--- src/rtl/lte_dl_gain_pkg.sv ---
// Shared types and constants for the LTE downlink AGC gain ramp controller.
package lte_dl_gain_pkg;

  localparam int          XNUM_DEF   = 8;
  localparam int          GAIN_W     = 16;
  localparam logic [15:0] GAIN_UNITY = 16'h4000;

  typedef enum logic [1:0] {
    IDLE    = 2'd0,
    CAPTURE = 2'd1,
    STEP    = 2'd2,
    COMMIT  = 2'd3
  } gain_state_e;

  // Build a 32-bit antenna word from its pass-through half and gain field.
  function automatic logic [31:0] ant_pack(input logic [31-GAIN_W:0] hi,
                                           input logic [GAIN_W-1:0]  gain);
    return {hi, gain};
  endfunction

  // Gain field of a 32-bit antenna word.
  function automatic logic [GAIN_W-1:0] ant_gain(input logic [31:0] word);
    return word[GAIN_W-1:0];
  endfunction

  // Pass-through field of a 32-bit antenna word.
  function automatic logic [31-GAIN_W:0] ant_hi(input logic [31:0] word);
    return word[31:GAIN_W];
  endfunction

endpackage

--- src/rtl/lte_gain_step_unit.sv ---
// Bounded gain step: moves cur toward tgt by at most step, or jumps when forced.
module lte_gain_step_unit
  import lte_dl_gain_pkg::*;
#(
  parameter int GAIN_W = lte_dl_gain_pkg::GAIN_W
) (
  input  logic [GAIN_W-1:0] cur,
  input  logic [GAIN_W-1:0] tgt,
  input  logic [GAIN_W-1:0] step,
  input  logic              frc,
  output logic [GAIN_W-1:0] next
);

  logic              up;
  logic [GAIN_W-1:0] diff;

  // Distance is taken unsigned in the right direction, so a step is only
  // applied when it is strictly smaller than the gap: no overshoot, no wrap.
  always_comb begin
    up   = tgt > cur;
    diff = up ? (tgt - cur) : (cur - tgt);
    next = tgt;
    if (!frc && (diff > step)) begin
      next = up ? (cur + step) : (cur - step);
    end
  end

endmodule

--- src/rtl/lte_dl_gain_ramp_ctrl.sv ---
// Frame-aligned per-antenna gain ramp for the LTE downlink AGC gain input.
module lte_dl_gain_ramp_ctrl
  import lte_dl_gain_pkg::*;
#(
  parameter int                 XNUM     = XNUM_DEF,
  parameter int                 GAIN_W   = lte_dl_gain_pkg::GAIN_W,
  parameter logic [GAIN_W-1:0]  GAIN_RST = GAIN_UNITY
) (
  input  logic                 clk,
  input  logic                 rst,
  input  logic                 i_fram_hd,
  input  logic                 i_enable,
  input  logic                 i_force,
  input  logic [GAIN_W-1:0]    i_ramp_step,
  input  logic [XNUM*32-1:0]   i_gain_tgt,
  output logic [XNUM*32-1:0]   o_gain_cur,
  output logic                 o_busy,
  output logic                 o_upd,
  output logic                 o_settled
);

  localparam int IDX_W = (XNUM > 1) ? $clog2(XNUM) : 1;

  gain_state_e       state;
  logic [IDX_W-1:0]  idx;
  logic              force_pend;
  logic              frc_q;
  logic [31:0]       tgt_q    [XNUM];
  logic [GAIN_W-1:0] sh       [XNUM];
  logic [31:0]       gain_cur [XNUM];
  logic [GAIN_W-1:0] step_next;
  logic              all_eq;

  // Single step unit, time-shared across antennas by idx.
  lte_gain_step_unit #(
    .GAIN_W (GAIN_W)
  ) u_step (
    .cur  (ant_gain(gain_cur[idx])),
    .tgt  (ant_gain(tgt_q[idx])),
    .step (i_ramp_step),
    .frc  (frc_q),
    .next (step_next)
  );

  // True when every shadow gain has reached its captured target.
  always_comb begin
    all_eq = 1'b1;
    for (int n = 0; n < XNUM; n++) begin
      if (sh[n] != ant_gain(tgt_q[n])) all_eq = 1'b0;
    end
  end

  // Sequencer: capture, step each antenna into its shadow, commit all at once.
  always_ff @(posedge clk) begin
    if (rst) begin
      state      <= IDLE;
      idx        <= '0;
      force_pend <= 1'b0;
      frc_q      <= 1'b0;
      o_busy     <= 1'b0;
      o_upd      <= 1'b0;
      o_settled  <= 1'b0;
      for (int n = 0; n < XNUM; n++) gain_cur[n] <= ant_pack('0, GAIN_RST);
    end else begin
      o_upd <= 1'b0;
      if (i_force) force_pend <= 1'b1;
      case (state)
        IDLE: begin
          if (i_fram_hd && i_enable) state <= CAPTURE;
        end
        CAPTURE: begin
          // A force pulse landing here belongs to the next sequence.
          frc_q      <= force_pend;
          force_pend <= i_force;
          idx        <= '0;
          o_busy     <= 1'b1;
          state      <= STEP;
        end
        STEP: begin
          if (idx == IDX_W'(XNUM - 1)) state <= COMMIT;
          else                         idx   <= idx + IDX_W'(1);
        end
        COMMIT: begin
          for (int n = 0; n < XNUM; n++) gain_cur[n] <= ant_pack(ant_hi(tgt_q[n]), sh[n]);
          o_upd     <= 1'b1;
          o_settled <= all_eq;
          o_busy    <= 1'b0;
          state     <= IDLE;
        end
        default: state <= IDLE;
      endcase
    end
  end

  // Target snapshot and shadow gains; data only, no reset needed.
  always_ff @(posedge clk) begin
    if (state == CAPTURE) begin
      for (int n = 0; n < XNUM; n++) tgt_q[n] <= i_gain_tgt[32*n +: 32];
    end
    if (state == STEP) begin
      sh[idx] <= step_next;
    end
  end

  for (genvar n = 0; n < XNUM; n++) begin : g_out
    assign o_gain_cur[32*n +: 32] = gain_cur[n];
  end

endmodule

--- config.mk ---
export PLATFORM = sky130hd
export DESIGN_NAME = lte_dl_gain_ramp_ctrl
export DESIGN_NICKNAME = d
export VERILOG_FILES = /design/src/rtl/lte_dl_gain_pkg.sv /design/src/rtl/lte_gain_step_unit.sv /design/src/rtl/lte_dl_gain_ramp_ctrl.sv
export SDC_FILE = /design/constraint.sdc
export NUM_CORES = 1
export LEC_CHECK = 0
export ABC_AREA = 1
export CORE_MARGIN = 2
export CORE_UTILIZATION = 45
export CTS_CLUSTER_DIAMETER = 200
export CTS_CLUSTER_SIZE = 40
export DETAILED_ROUTE_END_ITERATION = 8
export MAX_ROUTING_LAYER = met4
export PLACE_DENSITY = 0.78
export SLEW_MARGIN = 20
export SYNTH_ARGS = -nofsm -noshare
export SYNTH_HDL_FRONTEND = slang
export SYNTH_SLANG_ARGS = --single-unit
--- constraint.sdc ---
create_clock -name clk -period 9.4 [get_ports clk]
set_clock_uncertainty 0.2 [all_clocks]
set_input_delay 1.88 -clock clk [delete_from_list [all_inputs] [get_ports clk]]
set_output_delay 1.88 -clock clk [all_outputs]
set_load 0.01 [all_outputs]
==> results, run 1 <==
- The global routing stage identified its most utilized layer as met2.
- The final estimated routing congestion in global placement is 1.06.
- For this design, the CTS-stage hold fixing added 0 buffers.
- By instance count, the leading cell after synthesis is sky130_fd_sc_hd__edfxtp_1.
- After clock tree synthesis, the setup repair step added 0 buffers.
- The met1 demand-to-capacity share in global routing is 0.367.
- The startpoint kind of the worst setup timing path is a flip-flop.
- The count of pins on the block boundary is 536.
- The fraction of the cycle the final worst path needs is 0.894.
- The classification of the worst setup path is flip-flop to flip-flop.
- The number of I/O port buffers is 535.
- The net count after synthesis is 3092.
- The maximum root-to-sink buffer count is 3.
- In this run, synthesis inferred 640 flip-flops with an integrated enable.
- The post-synthesis cell type count is 38.
- By area the synthesized netlist is led by sky130_fd_sc_hd__edfxtp_1 (66%), sky130_fd_sc_hd__inv_1 (6.3%), sky130_fd_sc_hd__nor2_1 (5.6%), sky130_fd_sc_hd__nand2_1 (4.9%), sky130_fd_sc_hd__o21ai_0 (3.9%).
- The height of the chip is 259 um.
- The minimum hold slack is 0.283 ns.
- The number of nets in the finished design is 3594.
- The post-layout total power is 10.9 mW.
- The share of async-settable or async-resettable flops after synthesis is 0.
- The number of antenna violations at the first check in global routing is 4.
- The worst setup path is captured at a flip-flop.
- The post-cts gate resize count is 0.
- The dominant synthesized flop cell is sky130_fd_sc_hd__edfxtp_1.
- The number of global-route vias before repair came to 21500.
- For this run, the top clock speed supported by timing is 119 MHz.
- The maximum fanout encountered on the critical timing path is 88.
- The TritonCTS buffer count is 20.
- The count of clock tree sinks is 653.
- The initial detailed-routing violation count is 2884.
- Setup repair after global routing left no endpoint under its margin.
- In this run the clock root is driven by a sky130_fd_sc_hd__clkbuf_16.
- The worst-margin pin slew is 1.19 ns.
- The worst min-delay path category is flip-flop to flip-flop.
- For the worst setup path, the data required time is 9.47 ns.
- The DRC violations left is 0.
- Once detail routing completed, the nets flagged for antenna violations numbered 0.
- The signed area change from the synthesized netlist to the final layout is 23.8%.
- After clock tree synthesis, the clock-pin slew on the worst setup and hold paths is 0.15 ns.
- Summed over all layers, the global routing overflow is 0.
- The final-report hold violation count is 0.
- The post-DP HPWL is 78.3 mm.
- The worst max-slew margin expressed relative to the limit is 0.196.
- In this run, synthesis produced a sequential element count of 653.
- By count the netlist is led by sky130_fd_sc_hd__edfxtp_1 (640), sky130_fd_sc_hd__inv_1 (488), sky130_fd_sc_hd__nor2_1 (436).
- The number of max-slew violations in the final report came to 0.
- After detailed routing, the total wire length is 102 mm.
- For this run, the number of Yosys warnings is 0.
- The final critical-path required period is 8.40 ns.
- For this design the ratio of total power to cell area is 301 nW/um2.
- The core region is 64500 um2.
- In this run the number of H-tree levels came out at 1.
- Of the post-synthesis cell area, the dominant cell type holds 0.656.
- The die covers 67200 um2.
- The total vias in the final route is 22200.
- For this design the static power due to leakage is 14.7 nW.
- The clock tree from TritonCTS is built.
- The number of max-capacitance violations reported is 0.
- The longest individual stage delay on the worst path is 0.84 ns.
- The met3 capacity usage during global routing is 0.0702.
- The global-route wire length before repair is 142 mm.
- The clock insertion delay at the later pin of the skew report is 0.61 ns.
- The proportion of synthesized chip area in sequential cells is 0.665.
- The total routing usage reported by global routing is 0.302.
- The biggest area contributor in the post-synthesis netlist is sky130_fd_sc_hd__edfxtp_1.
- The share of the core filled with cells is 0.563.
- The run finished with clean final reports.
- The initial utilization of the core area, before any placement, comes to 0.455.
- The length of the first detailed-routing pass in iterations is 5.
- Setup violations remaining at the end of the flow were counted as 0.
- Data arrives at the worst endpoint at 8.47 ns.
- The width of the die is 259 um.
- In the final routed layout, each cell accounts on average for 24.8 um.
- Entering global routing, the biggest net connects 192 pins.
- The worst-case IR drop observed on VDD is 0.200 mV.
- Synthesis handed over a netlist of 2742 instances.
- The floorplan has 93 rows.
- Adding up every negative setup slack in the final design gives 0 ns.
- The worst reg-to-reg setup slack is 1.00 ns.
- The highest-delay cell along the critical path is sky130_fd_sc_hd__o21ai_0.
- In this design, the critical path's most frequently occurring cell is sky130_fd_sc_hd__nand2_1.
- In the global route stage, met2 resource usage came out at 0.481.
- In the final layout, the share of cells above drive strength 1 is 0.0276.
- The via count normalized by instance count is 5.40.
- The average cell area after synthesis is 10.7 um2.
- The mapped netlist covers 29300 um2.
==> sequential cells by signal, summed over array words and instances, names as in the netlist, named ones only <==
name / flops
state: 2
o_settled: 1
force_pend: 1
gain_cur: 256
o_upd: 1
tgt_q: 256
idx: 3
frc_q: 1
o_busy: 1
sh: 128
==> cell type report <==
type	instances	area, um2
inverters	492	1850
clock inverters	2	35.0
multi-input cells	1513	7650
well taps	855	1070
fillers	5539	28200
flip-flops and latches	653	19500
clock buffers	32	567
repair buffers	564	5610
diodes	4	10.0
==> placed cells by master (no fill, tap or decap), types with 5 or more instances in the layout <==
cell / n
sky130_fd_sc_hd__nor2_2: 13
sky130_fd_sc_hd__xnor2_1: 30
sky130_fd_sc_hd__nor3_1: 14
sky130_fd_sc_hd__o21bai_1: 7
sky130_fd_sc_hd__nand4_1: 12
sky130_fd_sc_hd__a21oi_1: 101
sky130_fd_sc_hd__ha_1: 69
sky130_fd_sc_hd__a21o_1: 6
sky130_fd_sc_hd__or2_2: 7
sky130_fd_sc_hd__nand2_1: 385
sky130_fd_sc_hd__buf_4: 26
sky130_fd_sc_hd__o21ai_0: 225
sky130_fd_sc_hd__nor2_1: 428
sky130_fd_sc_hd__clkbuf_16: 21
sky130_fd_sc_hd__nand2_2: 6
sky130_fd_sc_hd__nand3_1: 52
sky130_fd_sc_hd__o21ai_1: 16
sky130_fd_sc_hd__xor2_1: 43
sky130_fd_sc_hd__edfxtp_1: 640
sky130_fd_sc_hd__o22ai_1: 68
sky130_fd_sc_hd__clkbuf_1: 11
sky130_fd_sc_hd__nand3b_1: 5
sky130_fd_sc_hd__clkdlybuf4s50_1: 534
sky130_fd_sc_hd__dfxtp_1: 11
sky130_fd_sc_hd__inv_1: 488
==> worst paths after layout <==
check | start | end | depth (start not counted)
setup / recovery | flip-flop | sh[1][6] | 29
hold / removal | force_pend | frc_q | 2
setup reg to reg | flip-flop | sh[1][6] | 29
hold reg to reg | force_pend | frc_q | 2
==> power by group <==
group	internal (mW)	switching, mW	leakage [nW]
registers	4.29	0.325	6.28
logic	1.53	3.50	8.18
clock network	0.432	0.845	0.287
total	6.25	4.67	14.7
==> worst max-delay path: cells and delay by family (launching register included) <==
family | cells | cell delay [ns]
buf+inv | 8 | 2.37
flops | 1 | 0.55
simple gates | 13 | 2.33
compound gates | 6 | 1.82
fa+ha+maj | 2 | 0.64
==> stage by stage <==
stage	area (um2)	std cells	setup slack [ns]
global route	36300	4114	0.532
CTS	36200	4110	1.31
floorplan	29300	2742	0.891
detailed placement	35600	4076	1.38
finish	36300	4115	1.00
global placement	35600	4076	1.54
==> logic make-up (layout without fill, tap and decap cells) <==
family          after synthesis  after routing  synth area share
buf+inv                     576           1090            0.0757
other cells                   0              4                 0
xor+xnor                     73             73            0.0218
fa+ha+maj                    73             73            0.0319
compound gates              438            438            0.0801
flops                       653            653             0.665
simple gates                929            929             0.126
==> layer usage <==
metal / share of wire / up-vias
li1: - / 10000
met1: 0.36 / 10500
met2: 0.47 / 1426
met3: 0.11 / 232
met4: 0.057 / 0
met5: 0 / -
No activity file was read; power rests on OpenSTA's default activity.
==> run 2: changes to the inputs <==
--- a/config.mk
+++ b/config.mk
@@ -6,6 +6,7 @@
 export NUM_CORES = 1
 export LEC_CHECK = 0
 export ABC_AREA = 1
+export CAP_MARGIN = 15
 export CORE_MARGIN = 2
 export CORE_UTILIZATION = 45
 export CTS_CLUSTER_DIAMETER = 200
==> results of run 2 <==
Final layout, timing and power as in run 1 (identical DEF).
